[config.mk]
export PLATFORM = sky130hd
export DESIGN_NAME = hawk_axird_arb
export DESIGN_NICKNAME = d
export VERILOG_FILES = /design/src/rtl/hacd_pkg.sv /design/src/rtl/hawk_rdarb_gntfifo.sv /design/src/rtl/hawk_axird_arb.sv
export SDC_FILE = /design/constraint.sdc
export NUM_CORES = 1
export LEC_CHECK = 0
export BUFFER_PORTS_ARGS = -buffer_cell sky130_fd_sc_hd__buf_2
export CAP_MARGIN = 20
export CORE_AREA = 10 10 220 222
export CTS_CLUSTER_DIAMETER = 30
export DETAILED_ROUTE_END_ITERATION = 10
export DIE_AREA = 0 0 230 232
export MAX_ROUTING_LAYER = met4
export SETUP_SLACK_MARGIN = 0.15
export SLEW_MARGIN = 25
export SYNTH_ARGS = -nofsm -noshare
export SYNTH_HDL_FRONTEND = slang
export SYNTH_SLANG_ARGS = --single-unit
[constraint.sdc]
create_clock -name clk_i -period 8.5 [get_ports clk_i]
set_clock_uncertainty 0.1 [all_clocks]
set_input_delay 0.425 -clock clk_i [delete_from_list [all_inputs] [get_ports clk_i]]
set_output_delay 0.425 -clock clk_i [all_outputs]
set_load 0.05 [all_outputs]
[src/rtl/hacd_pkg.sv]
// hacd_pkg: shared hawk AXI read packet types plus read-arbiter configuration and debug types.
package hacd_pkg;

    localparam int HAWK_RDARB_MAX_OUTST = 4;
    localparam int AXI_ADDR_W = 64;
    localparam int AXI_DATA_W = 64;

    typedef struct packed {
        logic [AXI_ADDR_W-1:0] addr;
        logic [7:0]            arlen;
        logic                  arvalid;
        logic                  rready;
    } axi_rd_reqpkt_t;

    typedef struct packed {
        logic arready;
    } axi_rd_rdypkt_t;

    typedef struct packed {
        logic [1:0]            rresp;
        logic [AXI_DATA_W-1:0] rdata;
        logic                  rvalid;
        logic                  rlast;
    } axi_rd_resppkt_t;

    typedef enum logic {ARB, ISSUE} rdarb_state_e;

    typedef struct packed {
        rdarb_state_e state;
        logic [2:0]   rr_ptr;
        logic [7:0]   outst_cnt;
        logic         err;
    } rdarb_dbg_t;

    function automatic int rr_idx(input int base, input int off, input int n);
        return (base + off) % n;
    endfunction

endpackage

[src/rtl/hawk_rdarb_gntfifo.sv]
// hawk_rdarb_gntfifo: synchronous FIFO of requester indices recording AR grant order.
module hawk_rdarb_gntfifo #(
    parameter int W     = 2,
    parameter int DEPTH = 4
) (
    input  logic                       clk_i,
    input  logic                       rst_i,
    input  logic                       push_i,
    input  logic                       pop_i,
    input  logic [W-1:0]               din_i,
    output logic [W-1:0]               dout_o,
    output logic                       full_o,
    output logic                       empty_o,
    output logic [$clog2(DEPTH):0]     cnt_o
);
    localparam int PTR_W = $clog2(DEPTH);
    localparam int CNT_W = PTR_W + 1;

    logic [W-1:0]     r_mem [DEPTH];
    logic [PTR_W-1:0] r_wr, r_rd;
    logic [CNT_W-1:0] r_cnt;

    always_ff @(posedge clk_i) begin
        if (rst_i) begin
            r_wr  <= '0;
            r_rd  <= '0;
            r_cnt <= '0;
        end else begin
            if (push_i) r_wr <= r_wr + PTR_W'(1);
            if (pop_i) r_rd <= r_rd + PTR_W'(1);
            r_cnt <= r_cnt + CNT_W'(push_i) - CNT_W'(pop_i);
        end
    end

    always_ff @(posedge clk_i) begin
        if (push_i) r_mem[r_wr] <= din_i;
    end

    assign dout_o  = r_mem[r_rd];
    assign full_o  = r_cnt == CNT_W'(DEPTH);
    assign empty_o = r_cnt == '0;
    assign cnt_o   = r_cnt;

endmodule

[src/rtl/hawk_axird_arb.sv]
// hawk_axird_arb: round-robin AR arbiter sharing one AXI read master; R beats return in grant order.
// Define HAWK_RDARB_PRIO_EN for requester-0 fixed priority with per-requester starvation override.
module hawk_axird_arb
    import hacd_pkg::*;
#(
    parameter int NUM_REQ   = 3,
    parameter int MAX_OUTST = HAWK_RDARB_MAX_OUTST,
    parameter int IDX_W     = $clog2(NUM_REQ)
) (
    input  logic                              clk_i,
    input  logic                              rst_i,
    input  axi_rd_reqpkt_t  [NUM_REQ-1:0]     req_i,
    output axi_rd_rdypkt_t  [NUM_REQ-1:0]     rdy_o,
    output axi_rd_resppkt_t [NUM_REQ-1:0]     resp_o,
    output axi_rd_reqpkt_t                    mst_req_o,
    input  axi_rd_rdypkt_t                    mst_rdy_i,
    input  axi_rd_resppkt_t                   mst_resp_i,
    output logic [$clog2(MAX_OUTST):0]        outst_cnt_o,
    output logic                              err_o,
    output rdarb_dbg_t                        dbg_o
);
    localparam int CNT_W = $clog2(MAX_OUTST) + 1;

    rdarb_state_e          r_state, w_next;
    logic [IDX_W-1:0]      r_rr_ptr, r_gnt, w_pick, w_rr_pick, w_head;
    logic [AXI_ADDR_W-1:0] r_addr;
    logic [7:0]            r_arlen;
    logic                  r_err;
    logic [NUM_REQ-1:0]    w_av;
    logic                  w_grant, w_hs, w_pop, w_full, w_empty;
    logic [CNT_W-1:0]      w_cnt, w_sum;

    always_comb begin
        w_av = '0;
        for (int k = 0; k < NUM_REQ; k++) w_av[k] = req_i[k].arvalid;
    end

    // Scan downward so the lowest offset from the pointer wins.
    always_comb begin
        w_rr_pick = '0;
        for (int i = NUM_REQ - 1; i >= 0; i--)
            if (w_av[rr_idx(int'(r_rr_ptr), i, NUM_REQ)])
                w_rr_pick = IDX_W'(rr_idx(int'(r_rr_ptr), i, NUM_REQ));
    end

`ifdef HAWK_RDARB_PRIO_EN
    logic [7:0] r_starve [NUM_REQ-1:1];

    always_comb begin
        w_pick = w_av[0] ? '0 : w_rr_pick;
        for (int k = NUM_REQ - 1; k >= 1; k--)
            if (w_av[k] && r_starve[k] == 8'hff) w_pick = IDX_W'(k);
    end

    always_ff @(posedge clk_i) begin
        for (int k = 1; k < NUM_REQ; k++) begin
            if (rst_i) r_starve[k] <= '0;
            else if (w_grant)
                r_starve[k] <= (w_pick == IDX_W'(k)) ? 8'd0 :
                               (w_av[k] && r_starve[k] != 8'hff) ? r_starve[k] + 8'd1 : r_starve[k];
        end
    end
`else
    assign w_pick = w_rr_pick;
`endif

    // A grant is only taken with a free FIFO slot, so the later push can never overflow.
    assign w_grant = r_state == ARB && !w_full && |w_av;
    assign w_hs    = r_state == ISSUE && mst_rdy_i.arready;

    always_comb w_next = w_grant ? ISSUE : (w_hs ? ARB : r_state);

    always_ff @(posedge clk_i) begin
        if (rst_i) begin
            r_state  <= ARB;
            r_rr_ptr <= '0;
            r_gnt    <= '0;
            r_addr   <= '0;
            r_arlen  <= '0;
            r_err    <= 1'b0;
        end else begin
            r_state <= w_next;
            if (w_grant) begin
                r_gnt   <= w_pick;
                r_addr  <= req_i[w_pick].addr;
                r_arlen <= req_i[w_pick].arlen;
            end
            if (w_hs) r_rr_ptr <= IDX_W'(rr_idx(int'(r_gnt), 1, NUM_REQ));
            if (mst_resp_i.rvalid && w_empty) r_err <= 1'b1;
        end
    end

    hawk_rdarb_gntfifo #(.W(IDX_W), .DEPTH(MAX_OUTST)) u_gntfifo (
        .clk_i   (clk_i),
        .rst_i   (rst_i),
        .push_i  (w_hs),
        .pop_i   (w_pop),
        .din_i   (r_gnt),
        .dout_o  (w_head),
        .full_o  (w_full),
        .empty_o (w_empty),
        .cnt_o   (w_cnt)
    );

    // With nothing outstanding rready stays high so stray beats drain instead of stalling the master.
    always_comb begin
        mst_req_o         = '0;
        mst_req_o.addr    = r_addr;
        mst_req_o.arlen   = r_arlen;
        mst_req_o.arvalid = r_state == ISSUE;
        mst_req_o.rready  = !rst_i && (w_empty || req_i[w_head].rready);
    end

    assign w_pop = !w_empty && mst_resp_i.rvalid && mst_req_o.rready && mst_resp_i.rlast;

    always_comb begin
        for (int k = 0; k < NUM_REQ; k++) begin
            rdy_o[k].arready = w_hs && r_gnt == IDX_W'(k);
            resp_o[k]        = mst_resp_i;
            resp_o[k].rvalid = mst_resp_i.rvalid && !w_empty && w_head == IDX_W'(k);
            resp_o[k].rlast  = mst_resp_i.rlast && !w_empty && w_head == IDX_W'(k);
        end
    end

    assign w_sum       = w_cnt + CNT_W'(r_state == ISSUE);
    assign outst_cnt_o = (w_sum > CNT_W'(MAX_OUTST)) ? CNT_W'(MAX_OUTST) : w_sum;
    assign err_o       = r_err;
    assign dbg_o       = '{state: r_state, rr_ptr: 3'(r_rr_ptr), outst_cnt: 8'(outst_cnt_o), err: r_err};

endmodule

# ---- Yosys cells after proc, flatten, opt, wreduce, memory -nomap -nowiden
# Memories as Yosys holds them, arrays and structs flattened. A register that Yosys moved wholly into a read port is not among the register bits.
# Cells that the tools add are included.
dict set report word_totals {
  latch_bits 0
  ff_bits 85
  memories 1
  input_bits 293
  mem_bits_rw 8
  mem_bits_ro 0
}
dict set report classes {
  muxes 23
  n_shift 0
  add_sub_neg 8
  n_eq_ne 5
  n_reduce_logical 27
  bitwise 1
  magnitude_cmp 6
  multipliers 0
  div_mod_pow 4
}
# memory words width rd rd_ports_with_merged_regs write_ports line_no
set memory_table {}
lappend memory_table {u_gntfifo.r_mem 4 2 1 1 1 hawk_rdarb_gntfifo.sv:19} ;# logic [W-1:0] r_mem [DEPTH];
# cell n
set ops {}
lappend ops {{74-bit binary-select mux with 2-bit select} 2}
lappend ops {{32-bit by 4-bit less-than comparator with 1-bit output, second input constant} 3}
lappend ops {{32-bit by 3-bit modulo with 32-bit output, second input constant} 3}
lappend ops {{74-bit two-way mux} 1}
lappend ops {{3-bit by 3-bit modulo with 32-bit output, second input constant} 1}
lappend ops {{1-bit logical AND} 18}
lappend ops {{1-bit two-way mux} 11}
lappend ops {{2-bit two-way mux} 5}
lappend ops {{2-bit by 1-bit adder with 3-bit output, second input constant} 2}
lappend ops {{3-bit by 1-bit adder with 3-bit output} 2}
lappend ops {{1-bit binary-select mux with 2-bit select} 3}
lappend ops {{2-bit by 3-bit less-than comparator with 1-bit output, second input constant} 2}
lappend ops {{2-bit by 1-bit adder with 2-bit output, second input constant} 2}
lappend ops {{2-bit by 1-bit == test with 1-bit output, second input constant} 2}
lappend ops {{2-bit == test, second input constant} 2}
lappend ops {{2-bit logical NOT} 2}
lappend ops {{2-bit by 2-bit adder with 3-bit output, second input constant} 1}
lappend ops {{3-bit == test, second input constant} 1}
lappend ops {{3-bit greater-than comparator, second input constant} 1}
lappend ops {{1-bit logical NOT} 3}
lappend ops {{3-bit logical NOT} 1}
lappend ops {{3-bit two-way mux} 1}
lappend ops {{3-bit OR reduction} 1}
lappend ops {{3-bit by 1-bit subtractor with 3-bit output} 1}
lappend ops {{3 further kinds} 3}

# ---- Longest topological paths before layout
dict set report logic_depth {
  word_depth 10
  depth_mapped 11
  depth_no_buf 10
}

# ---- Modules after synthesis
# A second synthesis with hierarchy kept.
dict set report hier_totals {
  hier_cells 864
  hier_area_um2 7026.7
}
# mod cells_each area_per_inst_um2 n_inst seq_area_each_um2
set modules_own_cells {}
lappend modules_own_cells {hawk_axird_arb 812 6294.8 1 1561.5}
lappend modules_own_cells {hawk_rdarb_gntfifo 52 732.0 1 420.4}

# ---- Worst setup path after synthesis
# Ideal clock, no wire load.
dict set report synth_timing {
  kind {register to register}
  startpoint {register (tool-made name)}
  endpoint {register u_gntfifo.r_cnt[2], in the netlist u_gntfifo.cnt_o[2]}
  synth_period_minus_slack_ns 2.940
  stages_incl_launch_ff 11
  arrival_ns 2.712
  path_slack_ns 5.560
  required_time_ns 8.272
  n_path_buf 0
  path_cell_list {dfxtp_1 mux4_2 mux2_4 a221oi_4 nor4_1 ha_1 inv_1 ha_1 fa_1 xnor2_1 nor2_1}
}
# element line_no
set synth_rtl {}
lappend synth_rtl {{to (signal assigned)} hawk_rdarb_gntfifo.sv:31} ;# r_cnt <= r_cnt + CNT_W'(push_i) - CNT_W'(pop_i);
lappend synth_rtl {{to (decl)} hawk_rdarb_gntfifo.sv:21} ;# logic [CNT_W-1:0] r_cnt;

# ---- Worst setup path after layout
dict set report layout_timing {
  startpoint {register r_rr_ptr[0]}
  endpoint {register r_addr[56]}
}
dict set report layout_between {
  elab_chain_len 10
  elab_cells_between_ends 19
}
# element line_no
set layout_rtl {}
lappend layout_rtl {{from (decl)} hawk_axird_arb.sv:25} ;# logic [IDX_W-1:0] r_rr_ptr, r_gnt, w_pick, w_rr_pick, w_head;
lappend layout_rtl {{from (signal assigned)} hawk_axird_arb.sv:88} ;# if (w_hs) r_rr_ptr <= IDX_W'(rr_idx(int'(r_gnt), 1, NUM_REQ));
lappend layout_rtl {{2-bit by 2-bit adder with 3-bit output} hacd_pkg.sv:36} ;# return (base + off) % n;
lappend layout_rtl {{32-bit by 3-bit modulo with 32-bit output} hacd_pkg.sv:36}
lappend layout_rtl {{1-bit binary-select mux with 2-bit select} hawk_axird_arb.sv:42} ;# if (w_av[rr_idx(int'(r_rr_ptr), i, NUM_REQ)])
lappend layout_rtl {{1-bit two-way mux (implied by the code) (2 in series)} hawk_axird_arb.sv:42}
lappend layout_rtl {{2-bit two-way mux (2 in series)} hawk_axird_arb.sv:42}
lappend layout_rtl {{2-bit two-way mux (*)} hawk_axird_arb.sv:42}
lappend layout_rtl {{74-bit binary-select mux with 2-bit select (*)} hawk_axird_arb.sv:85} ;# r_addr <= req_i[w_pick].addr;
lappend layout_rtl {{74-bit two-way mux (*)} -}
lappend layout_rtl {{to (signal assigned)} hawk_axird_arb.sv:85}
lappend layout_rtl {{to (decl)} hawk_axird_arb.sv:26} ;# logic [AXI_ADDR_W-1:0] r_addr;
# Every way passes the cells marked *; elsewhere a longest branch is shown, timed or not. The select of a mux whose other input is x is not followed.
# A chain may end at the register's enable or synchronous reset.

==> results by group <==
Floorplan
  • Width of the chip: 230 um
  • Die Area: ~53000 um2
  • Core area: 43930 um2
  • Core Rows: 77
  • Die H: approximately 230 um
  • Top Ports: approximately 600
  • Initial core utilization: 15.74%

Timing
  • Count of final setup violators: 0
  • Worst setup margin: ~4800 ps
  • Hold WS: slightly above 200 ps
  • RSZ-0062 raised after global routing: no
  • Final Hold Vio Count: 0
  • Period utilization: 43.05%
  • Peak Freq: 0.2733 GHz
  • Pin slew with the least headroom to its limit: 973.5 ps
  • Minimum clock period: 3659 ps
  • Rel. slew slack: 34.85%
  • Slew Limit Fails: 0
  • Setup TNS: 0 ps

Synth
  • Yosys warns: 0
  • Share of synthesized flip-flops with an asynchronous set or reset: 0%
  • Top post-synthesis cells by area: dfxtp_1 (25%), buf_4 (23%), o211a_1 (10%)
  • FF+latch count, synth: 95
  • EDFF count, synth: 8
  • Syn Inst Count: 843
  • Post-synthesis sequential area ratio: 28.66%
  • Synth unique cells: 42
  • Syn avg cell area: 8.202 um2
  • Area leader, netlist: dfxtp_1
  • Top-area cell type share of the netlist area: about a quarter
  • Main flop type after synthesis: dfxtp_1
  • Cell area after synthesis: 6914 um2

Worst setup path
  • R2r startpoint: r_rr_ptr[0]
  • CP endpoint kind: register
  • Worst endpoint required time: just under 9000 ps
  • FF-to-FF End: r_addr[56]
  • Setup crit start kind: register
  • R2r worst-path depth: 9
  • Worst EP arrival: 3820 ps
  • CP Max Fanout: 73
  • R2R setup slack: slightly below 5000 ps
  • Crit Path Category: register to register

Placement
  • Pre-CTS WS: 4789 ps
  • Routability Congestion: 0.8345
  • Placed cell area: around 7600 um2
  • Placed cell count: 1492
  • Buffers added on ports: 320
  • Post-DP HPWL: between 20000 and 25000 um

Worst hold path
  • Hold depth: 3
  • Worst min path class: input pin to register
  • Endpoint, Worst Hold: r_addr[45]
  • Worst Min Path Start: req_i[203]

Detailed routing
  • Iteration-0 DRC Markers: ~350
  • DR pass1 iterations: 5
  • WL/cell: 20.56 um
  • DR vias: around 6300
  • Vias per inst: 4.192
  • Post-Route WL: 31100 um
  • Drc violations: 0
  • Post-route ant nets: 0

Global route
  • First-pass GRT wire length: 43770 um
  • Total gr overflow: 0
  • GRT Total Usage: 11.39%
  • Initial antenna violation count: 9
  • Pin count of the biggest net entering global routing: 74
  • Vias in the first global route: 6606

Power
  • Clk pwr share: 21.3%
  • Comb pwr share: 49.1%
  • Switching share of total power: 49.99%
  • Register share of total power: 29.6%
  • Cell internal pwr: 1.049 mW
  • Pwr/cell area: 266.7 nW/um2
  • Switch Pwr: 1.049 mW
  • Leak Pwr: 3.959 nW
  • IR drop worst, VDD: about 0.11 mV

CTS
  • Post-CTS Setup Bufs: 0
  • Total CTS buffers: 9
  • CTS root buf: clkbuf_16
  • Worst-path clk slew: 80 ps
  • TritonCTS clock tree: yes
  • Insertion delay to the later sink of the worst-skew pair: ~380 ps
  • Post-cts sizing count: 0
  • H-tree depth: 3
  • Hold_buf cts: 0
  • CTS Buffer Depth: 2
  • Clock net sink count: 95

Final layout
  • Area Growth Syn to Fin: 13.75%
  • Layout cells sized above 1: 39.30%
  • Register area: 1982 um2
  • Fin nets: 1219
  • Most frequent cells in the layout: buf_2 (320), o21ai_1 (103), dfxtp_1 (87)
  • Fillers: 5002
  • Multi-input combinational cell area: 3122 um2
  • Most common cell after layout, fill and taps aside: buf_2
  • Design area: 7865 um2
  • Final Non-Filler Cells: 1513

Run status
  • Outcome: completed

Run
  • Max-cap viol count: 0
-- power by group through the flow --
stage / Clock, mW / Sequential (mW) / Combinational, mW
floorplan: 0 / 0.935 / 0.686
global placement: 0 / 0.628 / 1.03
detailed placement: 0 / 0.631 / 1.04
CTS: 0.473 / 0.622 / 1.05
global route: 0.486 / 0.635 / 1.10
finish: 0.447 / 0.622 / 1.03
-- kinds of logic after synthesis --
| logic type | Yosys count | share of synthesized area [%] |
|---|---|---|
| xor gates and xnor gates | 4 | 0.5066 |
| buffers and inverters | 289 | 27.45 |
| other | 1 | 0.05424 |
| muxes | 9 | 1.701 |
| and+or+nand+nor | 121 | 7.745 |
| adders and majority gates | 16 | 2.968 |
| AOI/OAI and AO/OA | 308 | 30.91 |
| DFF | 95 | 28.66 |
-- critical path: stages, from the launching register on --
cell and delay [ps]:
dfxtp_1 430, inv_1 70, ha_1 340, a21o_1 200
a21boi_4 140, buf_4 720, o21ai_4 490, buf_4 460
a211oi_1 400, o21ai_1 110
-- Yosys cell counts, types with 2 or more instances --
cell / n
a211oi_1: 72
a21boi_1: 2
a21oi_1: 8
and2_1: 8
and3_1: 8
buf_2: 14
buf_4: 210
clkbuf_1: 51
dfxtp_1: 87
edfxtp_1: 8
ha_1: 14
inv_1: 13
mux2_4: 2
mux2i_1: 4
nand2_1: 77
nand3_1: 3
nor2_1: 12
nor2b_1: 5
nor3_1: 2
o211a_1: 72
o21a_1: 2
o21ai_0: 41
o21ai_1: 104
o31ai_1: 2
or4_1: 2
xnor2_1: 4
-- worst max path at each step --
stage / start / end / slack [ps] / cells after the start
2_1_floorplan: register / u_gntfifo.cnt_o[2] / 5560 / 10
3_3_place_gp: r_rr_ptr[0] / r_addr[56] / 4870 / 9
3_5_place_dp: r_rr_ptr[0] / r_addr[44] / 4790 / 7
4_1_cts: r_rr_ptr[0] / r_addr[56] / 4810 / 9
5_1_grt: r_rr_ptr[0] / r_addr[3] / 4610 / 9
6_report: r_rr_ptr[0] / r_addr[56] / 4840 / 9
-- flip-flops by register name (all words and copies together) (netlist names), named ones only --
signal and flops:
r_addr 64, r_arlen 8, u_gntfifo.r_mem 8, u_gntfifo.cnt_o 3, r_gnt 2, r_rr_ptr 2
u_gntfifo.r_rd 2, u_gntfifo.r_wr 2, err_o 1, r_state 1
-- per-stage QoR --
step           utilization [%]  power, mW
5_1_grt                  17.90      2.224
3_5_place_dp             17.20      1.675
4_1_cts                  17.87      2.140
3_3_place_gp             17.20      1.662
2_1_floorplan                -      1.621
6_report                 17.90      2.098
-- per-layer routing --
layer / share of wire, % / GRT usage, %
met1: 34 / 10.59
met2: 50 / 19.36
met3: 12 / 5.815
met4: 3.4 / 5.242
met5: 0 / -
-- area by class of cell --
type	instances	share of cell area [%]
Sequential cell	95	25.20
Antenna cell	5	0.1591
Timing Repair Buffer	328	21.13
Clock inverter	6	0.8750
Multi-Input combinational cell	464	39.69
Clock buffer	10	2.911
Inverter	13	0.6204
Tap cell	592	9.418
No activity file was read; power rests on OpenSTA's default activity.
